## src/rtl/param_data_stack_if.sv

```systemverilog
// param_data_stack_if
//   Bundles the op strobe from the instruction decoder and the stack
//   observation outputs that feed the ALU and debug ports.
//
//   master : op source (decoder / testbench). Drives OP_VALID, OP, PUSH_DATA.
//   slave  : the stack. Drives POP_DATA, POP_VALID, STACK_TOP_ITEM,
//            STACK_NEXT_ITEM, STACK_ITEM_COUNT, FULL, EMPTY, OVERFLOW, UNDERFLOW.
//
//   DATA_WIDTH and COUNT_WIDTH must match the stack instance they connect to.
interface param_data_stack_if #(
  parameter int DATA_WIDTH  = 32,
  parameter int COUNT_WIDTH = 32
);

  logic                   OP_VALID;
  logic [2:0]             OP;
  logic [DATA_WIDTH-1:0]  PUSH_DATA;

  logic [DATA_WIDTH-1:0]  POP_DATA;
  logic                   POP_VALID;
  logic [DATA_WIDTH-1:0]  STACK_TOP_ITEM;
  logic [DATA_WIDTH-1:0]  STACK_NEXT_ITEM;
  logic [COUNT_WIDTH-1:0] STACK_ITEM_COUNT;
  logic                   FULL;
  logic                   EMPTY;
  logic                   OVERFLOW;
  logic                   UNDERFLOW;

  modport master (
    output OP_VALID, OP, PUSH_DATA,
    input  POP_DATA, POP_VALID, STACK_TOP_ITEM, STACK_NEXT_ITEM,
           STACK_ITEM_COUNT, FULL, EMPTY, OVERFLOW, UNDERFLOW
  );

  modport slave (
    input  OP_VALID, OP, PUSH_DATA,
    output POP_DATA, POP_VALID, STACK_TOP_ITEM, STACK_NEXT_ITEM,
           STACK_ITEM_COUNT, FULL, EMPTY, OVERFLOW, UNDERFLOW
  );

endinterface

```

## src/rtl/param_data_stack.sv

```systemverilog
// param_data_stack
//   Parametrised data stack for the stack processor core. One op per cycle,
//   every op completes in a single cycle, all outputs come straight from flops.
//
//   Ports:
//     CLK  - system clock, rising edge
//     RST  - synchronous active-high reset
//     bus  - param_data_stack_if.slave
//            in : OP_VALID, OP[2:0], PUSH_DATA
//            out: POP_DATA, POP_VALID, STACK_TOP_ITEM, STACK_NEXT_ITEM,
//                 STACK_ITEM_COUNT, FULL, EMPTY, OVERFLOW, UNDERFLOW
//
//   Ops: 0 NOP, 1 PUSH, 2 POP, 3 DUP, 4 SWAP, 5 OVER, 6 REPLACE, 7 CLEAR
//
//   Storage: the top two items live in dedicated registers so the ALU sees
//   them without an array read. Items 3..DEPTH live in a DEPTH-2 entry array;
//   with count c, the third item sits at mem[c-3] and a push spills the old
//   second item into mem[c-2]. The top/next registers are kept at zero
//   whenever they do not hold a live item, so stale array or register
//   contents never reach the outputs.
module param_data_stack #(
  parameter int DATA_WIDTH  = 32,
  parameter int DEPTH       = 16,
  parameter int COUNT_WIDTH = 32
) (
  input  logic               CLK,
  input  logic               RST,
  param_data_stack_if.slave  bus
);

  localparam int CNT_W     = $clog2(DEPTH + 1);
  // DEPTH == 2 needs no spill array; keep a single dummy entry so the
  // declaration stays legal. It is never written in that configuration.
  localparam int MEM_DEPTH = (DEPTH > 2) ? DEPTH - 2 : 1;
  localparam int IDX_W     = (MEM_DEPTH > 1) ? $clog2(MEM_DEPTH) : 1;

  localparam logic [CNT_W-1:0] CNT_FULL  = CNT_W'(DEPTH);
  localparam logic [CNT_W-1:0] CNT_INC   = CNT_W'(1);
  localparam logic [CNT_W-1:0] CNT_TWO   = CNT_W'(2);
  localparam logic [CNT_W-1:0] CNT_THREE = CNT_W'(3);

  typedef enum logic [2:0] {
    OP_NOP     = 3'd0,
    OP_PUSH    = 3'd1,
    OP_POP     = 3'd2,
    OP_DUP     = 3'd3,
    OP_SWAP    = 3'd4,
    OP_OVER    = 3'd5,
    OP_REPLACE = 3'd6,
    OP_CLEAR   = 3'd7
  } op_e;

  op_e op;
  assign op = op_e'(bus.OP);

  logic [DATA_WIDTH-1:0] top_q, top_d;
  logic [DATA_WIDTH-1:0] next_q, next_d;
  logic [DATA_WIDTH-1:0] pop_data_q, pop_data_d;
  logic [CNT_W-1:0]      count_q, count_d;
  logic                  pop_valid_q, pop_valid_d;
  logic                  overflow_q, overflow_d;
  logic                  underflow_q, underflow_d;
  logic                  full_q, full_d;
  logic                  empty_q, empty_d;

  logic [DATA_WIDTH-1:0] mem_q [MEM_DEPTH];
  logic                  mem_we;
  logic [IDX_W-1:0]      mem_waddr;
  logic [IDX_W-1:0]      mem_raddr;
  logic [DATA_WIDTH-1:0] mem_rdata;

  logic has_one, has_two, has_three, is_full;

  assign has_one   = (count_q != '0);
  assign has_two   = (count_q >= CNT_TWO);
  assign has_three = (count_q >= CNT_THREE);
  assign is_full   = (count_q == CNT_FULL);

  // Spill slot for the current second item, and the slot holding the third.
  // Both addresses are only used when the matching has_two/has_three guard
  // holds, so the wrap at small counts is harmless.
  assign mem_waddr = IDX_W'(count_q - CNT_TWO);
  assign mem_raddr = IDX_W'(count_q - CNT_THREE);
  assign mem_rdata = mem_q[mem_raddr];

  always_comb begin
    top_d       = top_q;
    next_d      = next_q;
    pop_data_d  = pop_data_q;
    count_d     = count_q;
    pop_valid_d = 1'b0;
    overflow_d  = overflow_q;
    underflow_d = underflow_q;
    mem_we      = 1'b0;

    if (bus.OP_VALID) begin
      case (op)
        OP_PUSH: begin
          if (is_full) begin
            overflow_d = 1'b1;
          end else begin
            mem_we  = has_two;
            next_d  = top_q;
            top_d   = bus.PUSH_DATA;
            count_d = count_q + CNT_INC;
          end
        end

        OP_POP: begin
          if (!has_one) begin
            underflow_d = 1'b1;
          end else begin
            pop_data_d  = top_q;
            pop_valid_d = 1'b1;
            top_d       = next_q;
            next_d      = has_three ? mem_rdata : '0;
            count_d     = count_q - CNT_INC;
          end
        end

        // Underflow is tested before overflow, so DUP on an empty stack
        // always reports underflow.
        OP_DUP: begin
          if (!has_one) begin
            underflow_d = 1'b1;
          end else if (is_full) begin
            overflow_d = 1'b1;
          end else begin
            mem_we  = has_two;
            next_d  = top_q;
            count_d = count_q + CNT_INC;
          end
        end

        OP_SWAP: begin
          if (!has_two) begin
            underflow_d = 1'b1;
          end else begin
            top_d  = next_q;
            next_d = top_q;
          end
        end

        // OVER copies the second item, so like SWAP it needs two items;
        // fewer is treated as underflow.
        OP_OVER: begin
          if (!has_two) begin
            underflow_d = 1'b1;
          end else if (is_full) begin
            overflow_d = 1'b1;
          end else begin
            mem_we  = 1'b1;
            top_d   = next_q;
            next_d  = top_q;
            count_d = count_q + CNT_INC;
          end
        end

        OP_REPLACE: begin
          if (!has_one) begin
            underflow_d = 1'b1;
          end else begin
            top_d = bus.PUSH_DATA;
          end
        end

        OP_CLEAR: begin
          top_d       = '0;
          next_d      = '0;
          count_d     = '0;
          overflow_d  = 1'b0;
          underflow_d = 1'b0;
        end

        default: ;
      endcase
    end

    full_d  = (count_d == CNT_FULL);
    empty_d = (count_d == '0);
  end

  always_ff @(posedge CLK) begin
    if (RST) begin
      top_q       <= '0;
      next_q      <= '0;
      pop_data_q  <= '0;
      count_q     <= '0;
      pop_valid_q <= 1'b0;
      overflow_q  <= 1'b0;
      underflow_q <= 1'b0;
      full_q      <= 1'b0;
      empty_q     <= 1'b1;
    end else begin
      top_q       <= top_d;
      next_q      <= next_d;
      pop_data_q  <= pop_data_d;
      count_q     <= count_d;
      pop_valid_q <= pop_valid_d;
      overflow_q  <= overflow_d;
      underflow_q <= underflow_d;
      full_q      <= full_d;
      empty_q     <= empty_d;
    end
  end

  // The spill array is not reset; everything at or above count is don't-care.
  // Every op that writes it also moves next_q into it, hence the fixed data.
  always_ff @(posedge CLK) begin
    if (mem_we && !RST) begin
      mem_q[mem_waddr] <= next_q;
    end
  end

  assign bus.POP_DATA         = pop_data_q;
  assign bus.POP_VALID        = pop_valid_q;
  assign bus.STACK_TOP_ITEM   = top_q;
  assign bus.STACK_NEXT_ITEM  = next_q;
  assign bus.STACK_ITEM_COUNT = COUNT_WIDTH'(count_q);
  assign bus.FULL             = full_q;
  assign bus.EMPTY            = empty_q;
  assign bus.OVERFLOW         = overflow_q;
  assign bus.UNDERFLOW        = underflow_q;

endmodule

```

## src/flat_wrapper.sv

```systemverilog
// flat-port wrapper written by rule: the top's interface ports become plain ports
module param_data_stack_flat 
#(
  parameter int DATA_WIDTH  = 32,
  parameter int DEPTH       = 16,
  parameter int COUNT_WIDTH = 32
)
  (CLK, RST, bus_OP_VALID, bus_OP, bus_PUSH_DATA, bus_POP_DATA, bus_POP_VALID, bus_STACK_TOP_ITEM, bus_STACK_NEXT_ITEM, bus_STACK_ITEM_COUNT, bus_FULL, bus_EMPTY, bus_OVERFLOW, bus_UNDERFLOW);
  param_data_stack_if #(.DATA_WIDTH(DATA_WIDTH), .COUNT_WIDTH(COUNT_WIDTH)) bus_i ();
  input  logic CLK;
  input  logic RST;
  input wire logic [$bits(bus_i.OP_VALID)-1:0] bus_OP_VALID;
  input wire logic [$bits(bus_i.OP)-1:0] bus_OP;
  input wire logic [$bits(bus_i.PUSH_DATA)-1:0] bus_PUSH_DATA;
  output wire logic [$bits(bus_i.POP_DATA)-1:0] bus_POP_DATA;
  output wire logic [$bits(bus_i.POP_VALID)-1:0] bus_POP_VALID;
  output wire logic [$bits(bus_i.STACK_TOP_ITEM)-1:0] bus_STACK_TOP_ITEM;
  output wire logic [$bits(bus_i.STACK_NEXT_ITEM)-1:0] bus_STACK_NEXT_ITEM;
  output wire logic [$bits(bus_i.STACK_ITEM_COUNT)-1:0] bus_STACK_ITEM_COUNT;
  output wire logic [$bits(bus_i.FULL)-1:0] bus_FULL;
  output wire logic [$bits(bus_i.EMPTY)-1:0] bus_EMPTY;
  output wire logic [$bits(bus_i.OVERFLOW)-1:0] bus_OVERFLOW;
  output wire logic [$bits(bus_i.UNDERFLOW)-1:0] bus_UNDERFLOW;
  assign bus_i.OP_VALID = bus_OP_VALID;
  assign bus_i.OP = bus_OP;
  assign bus_i.PUSH_DATA = bus_PUSH_DATA;
  assign bus_POP_DATA = bus_i.POP_DATA;
  assign bus_POP_VALID = bus_i.POP_VALID;
  assign bus_STACK_TOP_ITEM = bus_i.STACK_TOP_ITEM;
  assign bus_STACK_NEXT_ITEM = bus_i.STACK_NEXT_ITEM;
  assign bus_STACK_ITEM_COUNT = bus_i.STACK_ITEM_COUNT;
  assign bus_FULL = bus_i.FULL;
  assign bus_EMPTY = bus_i.EMPTY;
  assign bus_OVERFLOW = bus_i.OVERFLOW;
  assign bus_UNDERFLOW = bus_i.UNDERFLOW;
  param_data_stack #(.DATA_WIDTH(DATA_WIDTH), .DEPTH(DEPTH), .COUNT_WIDTH(COUNT_WIDTH)) u_core (.CLK(CLK), .RST(RST), .bus(bus_i));
endmodule
```

## config.mk

```make
export PLATFORM = sky130hd
export DESIGN_NAME = param_data_stack_flat
export DESIGN_NICKNAME = d
export VERILOG_FILES = /design/src/rtl/param_data_stack_if.sv /design/src/rtl/param_data_stack.sv /design/src/flat_wrapper.sv
export SDC_FILE = /design/constraint.sdc
export NUM_CORES = 1
export LEC_CHECK = 0
export ABC_CLOCK_PERIOD_IN_PS = 8100
export BUFFER_PORTS_ARGS = -buffer_cell sky130_fd_sc_hd__buf_4
export CORE_MARGIN = 4
export CORE_UTILIZATION = 64
export DETAILED_ROUTE_END_ITERATION = 6
export GPL_ROUTABILITY_DRIVEN = 0
export GPL_TIMING_DRIVEN = 0
export PLACE_DENSITY = 0.87
export SYNTH_ARGS = -nofsm -noshare
export SYNTH_HDL_FRONTEND = slang
export SYNTH_SLANG_ARGS = --single-unit
```

## constraint.sdc

```tcl
create_clock -name CLK -period 8.1 [get_ports CLK]
set_clock_uncertainty 0.1 [all_clocks]
set_input_delay 1.215 -clock CLK [delete_from_list [all_inputs] [get_ports CLK]]
set_output_delay 1.215 -clock CLK [all_outputs]
set_load 0.005 [all_outputs]
```

==> results of run 1 <==
cell usage after synthesis, types with 28 or more instances:
| cell type | number |
|---|---|
| nor2_1 | 93 |
| edfxtp_1 | 448 |
| buf_2 | 31 |
| nand2_1 | 87 |
| a22oi_1 | 33 |
| a211oi_2 | 28 |
| mux4_2 | 86 |
| a211oi_1 | 64 |
| a21oi_1 | 88 |
| dfxtp_1 | 106 |
| buf_4 | 46 |
| mux2i_1 | 64 |
state kept, by name, indices dropped and copies added, names as in the netlist:
| signal | cells |
|---|---|
| u_core.bus.POP_DATA | 32 |
| u_core.mem_q | 448 |
| u_core.bus.STACK_NEXT_ITEM | 32 |
| u_core.bus.STACK_TOP_ITEM | 32 |
| u_core.bus.UNDERFLOW | 1 |
| u_core.bus.EMPTY | 1 |
| u_core.bus.POP_VALID | 1 |
| u_core.bus.FULL | 1 |
| u_core.bus.OVERFLOW | 1 |
| u_core.count_q | 5 |
power groups by stage:
stage / Sequential, mW / Combinational, mW / Clock [mW]
global placement: 3.25 / 0.308 / 0
finish: 3.19 / 0.334 / 2.45
floorplan: 3.22 / 0.193 / 0
global route: 3.20 / 0.350 / 2.57
detailed placement: 3.25 / 0.321 / 0
CTS: 3.19 / 0.327 / 2.45
kinds of logic (layout without fill, tap and decap cells):
group	count (synthesis)	count (layout)	synth area share [%]
flip-flops	554	554	69.3
adder cells (fa/ha/maj)	9	9	0.501
AO/OA/AOI/OAI	301	301	9.81
AND/OR/NAND/NOR	213	213	4.18
buffers and inverters	122	380	3.48
XOR/XNOR	5	5	0.278
other	1	28	0.0167
multiplexers	170	170	12.5
tightest hold or removal path, cell delays in order (launching register included):
cell and delay, ns:
dfxtp_1 0.31, nand2_1 0.05, a21oi_1 0.05
layout make-up:
cell class	count	area, um^2	share of cell area [%]
plain buffers	117	763	2.89
repair buffers	159	1400	5.30
clock inverters	17	173	0.655
clock buffers	82	1550	5.87
inverters	5	18.8	0.0712
well taps	455	569	2.16
multi-input cells	725	6320	24.0
flip-flops and latches	554	15600	59.1
diodes	1	2.50	0.00949
worst max-delay path by stage:
stage,end,slack [ns]
6_report,u_core.mem_q[1][17],3.79
5_1_grt,u_core.mem_q[12][30],3.67
4_1_cts,u_core.bus.STACK_NEXT_ITEM[5],3.91
3_5_place_dp,u_core.mem_q[13][22],3.99
3_3_place_gp,u_core.mem_q[12][19],1.27
2_1_floorplan,u_core.mem_q[13][0],3.21
metal layers:
layer / wire, um / GRT usage, %
met1: 21200 / 41.3
met2: 29700 / 51.7
met3: 7480 / 7.59
met4: 3710 / 16.0
met5: 0 / 0
==> results.md, run 1 <==
- Clock power frac: between 40% and 50%
- Critical path type: flip-flop to flip-flop
- Hold Slack: around 0.36 ns
- Hold Path End: u_core.bus.POP_DATA[9]
- Sw frac: between 20% and 30%
- R2r endpoint: u_core.mem_q[1][17]
- Commonest non-fill, non-tap cell in the layout: edfxtp_1
- Initial core utilization: between 60% and 70%
- WHS Path Cells: 2
- Critical path fanouts, max: 18
- Clock Pin Slew Worst Setup and Hold Paths: roughly 0.06 ns
- Highest clock rate: approximately 0.23 GHz
- Slew Limit Fails: 0
- Sequential Power Share: 53.4%
- Largest net degree at the start of global routing: 24
- Unrepaired setup endpoints after global routing: no
- PD cells: about 230 nW/um^2
- Tcrit/Tclk final: between 50% and 60%
- Synth Area per Inst: 16.4 um^2
- Asr flop ratio synth: 0%
- Max VDD drop: about 210 uV
- Share of layout cells above drive strength 1: between 30 and 40%
- CTS Hold Bufs: 0
- Sw Pwr: 1.31 mW
- Mapped Area: about 22,000 um^2
- Clk_lat worst skew: between 0.5 and 0.6 ns
- Bufs on Longest Clock Path: 3
- RR Startpoint: u_core.count_q[0]
- Slowest cell delay on critical path: 0.78 ns
- Port buffer count: ~140
- Layout net count: roughly 1,700
- Post-route ant nets: 0
- Fill cell count: approximately 1,800
- Grt total ovfl: 0
- Period minus WS final: between 4 and 5 ns
- HPWL Detailed: roughly 39 mm
- All-Layer GR Usage: 32.0%
- Routed vias: 14,557
- Comb pwr share: 5.6%
- Ranking of synthesized cells by area: edfxtp_1 (60%), dfxtp_1 (9.4%), mux4_2 (8.6%), mux2i_1 (2.8%), a211oi_1 (2.1%)
- Finished Layout Cells: around 2,100
- Drt drc: 0
- Startpoint Class: flip-flop
- Dpl cells: slightly above 2,000
- Worst rel slew slack: 21.8%
- DIE AREA: 38,200 um^2
- Leakage: between 8 and 9 nW
- Yosys cell types: 64
- CP top delay family: simple AND/OR/NAND/NOR gates
- Post-route cell area: about 26,000 um^2
- Overall Power: between 5 and 6 mW
- CTS buffer count: 53
- Setup tns final: 0 ns
- Critical path cell sequence: buf_4 > buf_6 > buf_4 > inv_1 > ha_1 > a21oi_1 > a21oi_1 > nor2_1 > nand2_1 > nor2_4 > buf_16
- Maxcap violations: 0
- Synthesized netlist cell count: 1,375
- Number of global-route vias before repair: ~14,000
- Register area share after synthesis: 69.3%
- Post-CTS setup buffers: 0
- Register-to-Register Setup Slack: approximately 3.8 ns
- Int Pwr: roughly 4.7 mW
- Top-area cell type share of the netlist area: ~60%
- First-pass GRT wire length: between 90 and 100 mm
- Total Wirelength: between 60 and 70 mm
- Placed inst area: around 25,000 um^2
- Worst hold-check path type: flip-flop to flip-flop
- Status: completed
- Cell type with the largest total area after synthesis: edfxtp_1
- Drt pass-1 iters: 6
- P&R area growth vs syn: 17.3%
- Placement row count: just under 70
- Fin. Hold Viols: 0
- CTS tree: yes
- Most frequent cells in the layout: edfxtp_1 (448), buf_4 (189), dfxtp_1 (106)
- Buf+Inv Stages, Crit Path: 5
- Vias per cell: slightly below 7
- Final WS setup: 3.79 ns
- Worst-margin pin slew: between 1 and 1.5 ns
- I/O Pins: about 170
- Crit path max-delay cell type: nor2_4
- Post-place setup slack: ~4.0 ns
- Synth Register Bits: 554
- Synth Warn #: 0
- Final setup fails: 0
- Clock sinks: about 550
- Post-CTS resize count: 0
- Crit path capture type: flip-flop
- Worst-case reg-to-reg path depth: 11
- Req. time, crit path: slightly above 8 ns
- Root Buffer Master: clkbuf_16
- CP Depth: 11
- Top_reg_cell synth: edfxtp_1
- Wire per inst: around 30 um
- Post-synth EDFFs: 448
- CP arrival: about 4.5 ns
- CP startpoint: u_core.count_q[0]
- Die X: roughly 200 um
- HP Start: u_core.bus.POP_DATA[9]
- Core area: around 35,000 um^2
- Final core occ: between 70 and 80%
- CTS H-tree lvls: 2
- Starting DRT DRC Count: ~2,000
- Initial antenna violation count: 1
- DIE HEIGHT: 195 um
Power figures use the tool's default switching activity.
==> run 2: changes to the inputs <==
--- a/config.mk
+++ b/config.mk
@@ -5,14 +5,14 @@
 export SDC_FILE = /design/constraint.sdc
 export NUM_CORES = 1
 export LEC_CHECK = 0
-export ABC_CLOCK_PERIOD_IN_PS = 8100
+export ABC_CLOCK_PERIOD_IN_PS = 3550
 export BUFFER_PORTS_ARGS = -buffer_cell sky130_fd_sc_hd__buf_4
 export CORE_MARGIN = 4
-export CORE_UTILIZATION = 64
+export CORE_UTILIZATION = 54
 export DETAILED_ROUTE_END_ITERATION = 6
 export GPL_ROUTABILITY_DRIVEN = 0
 export GPL_TIMING_DRIVEN = 0
-export PLACE_DENSITY = 0.87
+export PLACE_DENSITY = 0.79
 export SYNTH_ARGS = -nofsm -noshare
 export SYNTH_HDL_FRONTEND = slang
 export SYNTH_SLANG_ARGS = --single-unit
==> constraint.sdc (replaced) <==
create_clock -name CLK -period 3.55 [get_ports CLK]
set_clock_uncertainty 0.1 [all_clocks]
set_input_delay 0.5325 -clock CLK [delete_from_list [all_inputs] [get_ports CLK]]
set_output_delay 0.5325 -clock CLK [all_outputs]
set_load 0.005 [all_outputs]
==> run 2 against run 1 <==
  * The flow now finishes with violations (DRC)
  * Combinational power increased by 120%
  * Total power is 130% higher
  * Fmax rose by 24%
  * Clock power grew 130%
  * Final area up 1.7%
  * Hold slack got worse by 0.12 ns
  * Critical path depth is 1 lower
  * Via count is 4.4% lower
  * Global-route usage decreased by 6.1 points
  * Critical path type unchanged
  * Critical endpoint is now u_core.mem_q[1][16]
  * Largest cell class unchanged
  * Largest power group unchanged
  * Highest routed layer is now met5
==> results.md, run 2 (synthesized netlist as in run 1, its figures left out) <==
- Status: finished, violations left
- Violated checks: DRC
- First-pass GRT wire length: 86.4 mm (-5.3%)
- P&R area growth vs syn: 19.3%
- Die X: 212 um (+8.5%)
- Clock sinks: 554 (unchanged)
- Routed vias: 13,921 (-4.4%)
- Fill cell count: 2,705 (+48%)
- Startpoint Class: flip-flop
- Total Wirelength: 59.2 mm (-4.7%)
- Placed inst area: 24,800 um^2 (+0.45%)
- All-Layer GR Usage: 26.0% (-6.1 points)
- Critical path fanouts, max: 23 (+5)
- CTS buffer count: 54 (+1.9%)
- Int Pwr: 10.7 mW (+130%)
- CP arrival: 3.66 ns (-0.82 ns)
- Maxcap violations: 0 (unchanged)
- Crit path capture type: flip-flop
- # diodes: 0 (-1)
- Worst-margin pin slew: 1.12 ns (-0.0572 ns)
- CTS tree: yes
- Max reg flops: 448 (unchanged)
- Clk_lat worst skew: 0.60 ns (about the same)
- Placement row count: 74 (+8.8%)
- Max VDD drop: 437 uV (+110%)
- Bufs on Longest Clock Path: 3 (unchanged)
- HPWL Detailed: 38.0 mm (-3.1%)
- Clock Pin Slew Worst Setup and Hold Paths: 0.07 ns (about the same)
- Root Buffer Master: clkbuf_16
- Sequential Power Share: 53.4% (about the same)
- Clock power frac: 41.1% (about the same)
- PD cells: 509 nW/um^2 (+120%)
- Worst hold-check path type: primary input to flip-flop
- Fin. Hold Viols: 0 (unchanged)
- Sw frac: 21.9% (-0.054 points)
- Sw Pwr: 2.98 mW (+130%)
- Highest clock rate: 0.287 GHz (+24%)
- Final setup fails: 0 (unchanged)
- Grt total ovfl: 0 (unchanged)
- Unrepaired setup endpoints after global routing: no
- Core area: 41,000 um^2 (+18%)
- Critical path type: flip-flop to flip-flop
- Layout net count: 1,676 (+0.84%)
- Wire per inst: 26.8 um (-8.6%)
- Largest net degree at the start of global routing: 24 (unchanged)
- Port buffer count: 141 (unchanged)
- DIE HEIGHT: 212 um (+8.5%)
- Slew Limit Fails: 0 (unchanged)
- Reg with most FFs: u_core.mem_q
- Tcrit/Tclk final: 98.1% (+45 points)
- Leakage: 8.82 nW (+1.6%)
- Initial antenna violation count: 1 (unchanged)
- CTS H-tree lvls: 2 (unchanged)
- Post-route cell area: 26,800 um^2 (+1.7%)
- Comb pwr share: 5.5% (about the same)
- Worst rel slew slack: 25.6% (+3.8 points)
- Starting DRT DRC Count: 1,632 (-20%)
- Drt pass-1 iters: 7 (+1)
- Share of layout cells above drive strength 1: 31.8% (+1.2 points)
- Commonest non-fill, non-tap cell in the layout: edfxtp_1
- Number of global-route vias before repair: 13,814 (-4.6%)
- Period minus WS final: 3.48 ns (-0.823 ns)
- DIE AREA: 45,000 um^2 (+18%)
- Hold Slack: 0.234 ns (-0.123 ns)
- Initial core utilization: 54.8% (-10 points)
- Post-route ant nets: 0 (unchanged)
- Most frequent cells in the layout: edfxtp_1 (448), buf_4 (198), dfxtp_1 (105)
- CTS Hold Bufs: 0 (unchanged)
- I/O Pins: 171 (unchanged)
- Vias per cell: 6.31 (-8.3%)
- Req. time, crit path: 3.73 ns (-4.55 ns)
- Drt drc: 1 (+1)
[run 2: repair_timing]
action                     in CTS  in global routing
pin swaps                      12                  1
resized for setup              10                  7
setup buffers                  17                  1
setup endpoints to repair     464                148
[run 2: path summary, 6_finish.rpt]
kind / from / end / slack, ns / depth (start not counted)
worst min register to register: u_core.bus.POP_DATA[30] / u_core.bus.POP_DATA[30] / 0.35 / 2
worst min-delay path: bus_PUSH_DATA[26] / u_core.bus.STACK_TOP_ITEM[26] / 0.23 / 3
worst max register to register: u_core.count_q[0] / u_core.mem_q[1][16] / 0.07 / 10
worst max-delay path: u_core.count_q[0] / u_core.mem_q[1][16] / 0.07 / 10
[run 2: stage by stage]
stage          cells  setup TNS [ns]  setup slack (ns)  util, %  power [mW]
2_1_floorplan   1401          -52.27            -0.309        -        7.79
3_3_place_gp    2074         -658.72             -2.16     59.3        8.12
3_5_place_dp    2088         -116.79            -0.562     60.4        8.15
4_1_cts         2205               0          0.000759     65.3        13.7
5_1_grt         2206               0            0.0532     65.4        14.0
6_report        2206               0            0.0669     65.4        13.6
[run 2: area by class of cell]
class / count / area [um^2] / share of cell area (%)
Clock buffer: 77 / 1570 / 5.85
Buffer: 116 / 787 / 2.93
Clock inverter: 24 / 178 / 0.662
Timing Repair Buffer: 173 / 1680 / 6.28
Tap cell: 532 / 666 / 2.48
Sequential cell: 554 / 15600 / 58.1
Inverter: 5 / 18.8 / 0.0700
Multi-Input combinational cell: 725 / 6340 / 23.7
[run 2: metal layers]
| metal | vias to the layer above | wire length [um] | GRT usage, % |
|---|---|---|---|
| li1 | 5873 | - | - |
| met1 | 7047 | 22600 | 35.4 |
| met2 | 872 | 28000 | 41.3 |
| met3 | 127 | 6460 | 6.04 |
| met4 | 2 | 2130 | 10.1 |
| met5 | - | 13 | 0 |
[run 2: critical path, cell delays in order, from the launching register on]
cell     delay [ns]
dfxtp_2        0.41
buf_6          0.19
buf_8          0.23
inv_1          0.18
ha_1           0.33
a21oi_2        0.28
a21oi_1        0.08
nor2_1         0.33
nand2_2        0.24
nor2_4         0.46
buf_12         0.29
[run 2: power by group through the flow]
stage | registers [mW] | logic [mW] | clock network, mW
finish | 7.29 | 0.747 | 5.61
global route | 7.30 | 0.795 | 5.92
CTS | 7.28 | 0.737 | 5.64
detailed placement | 7.42 | 0.727 | 0
global placement | 7.41 | 0.709 | 0
floorplan | 7.35 | 0.442 | 0
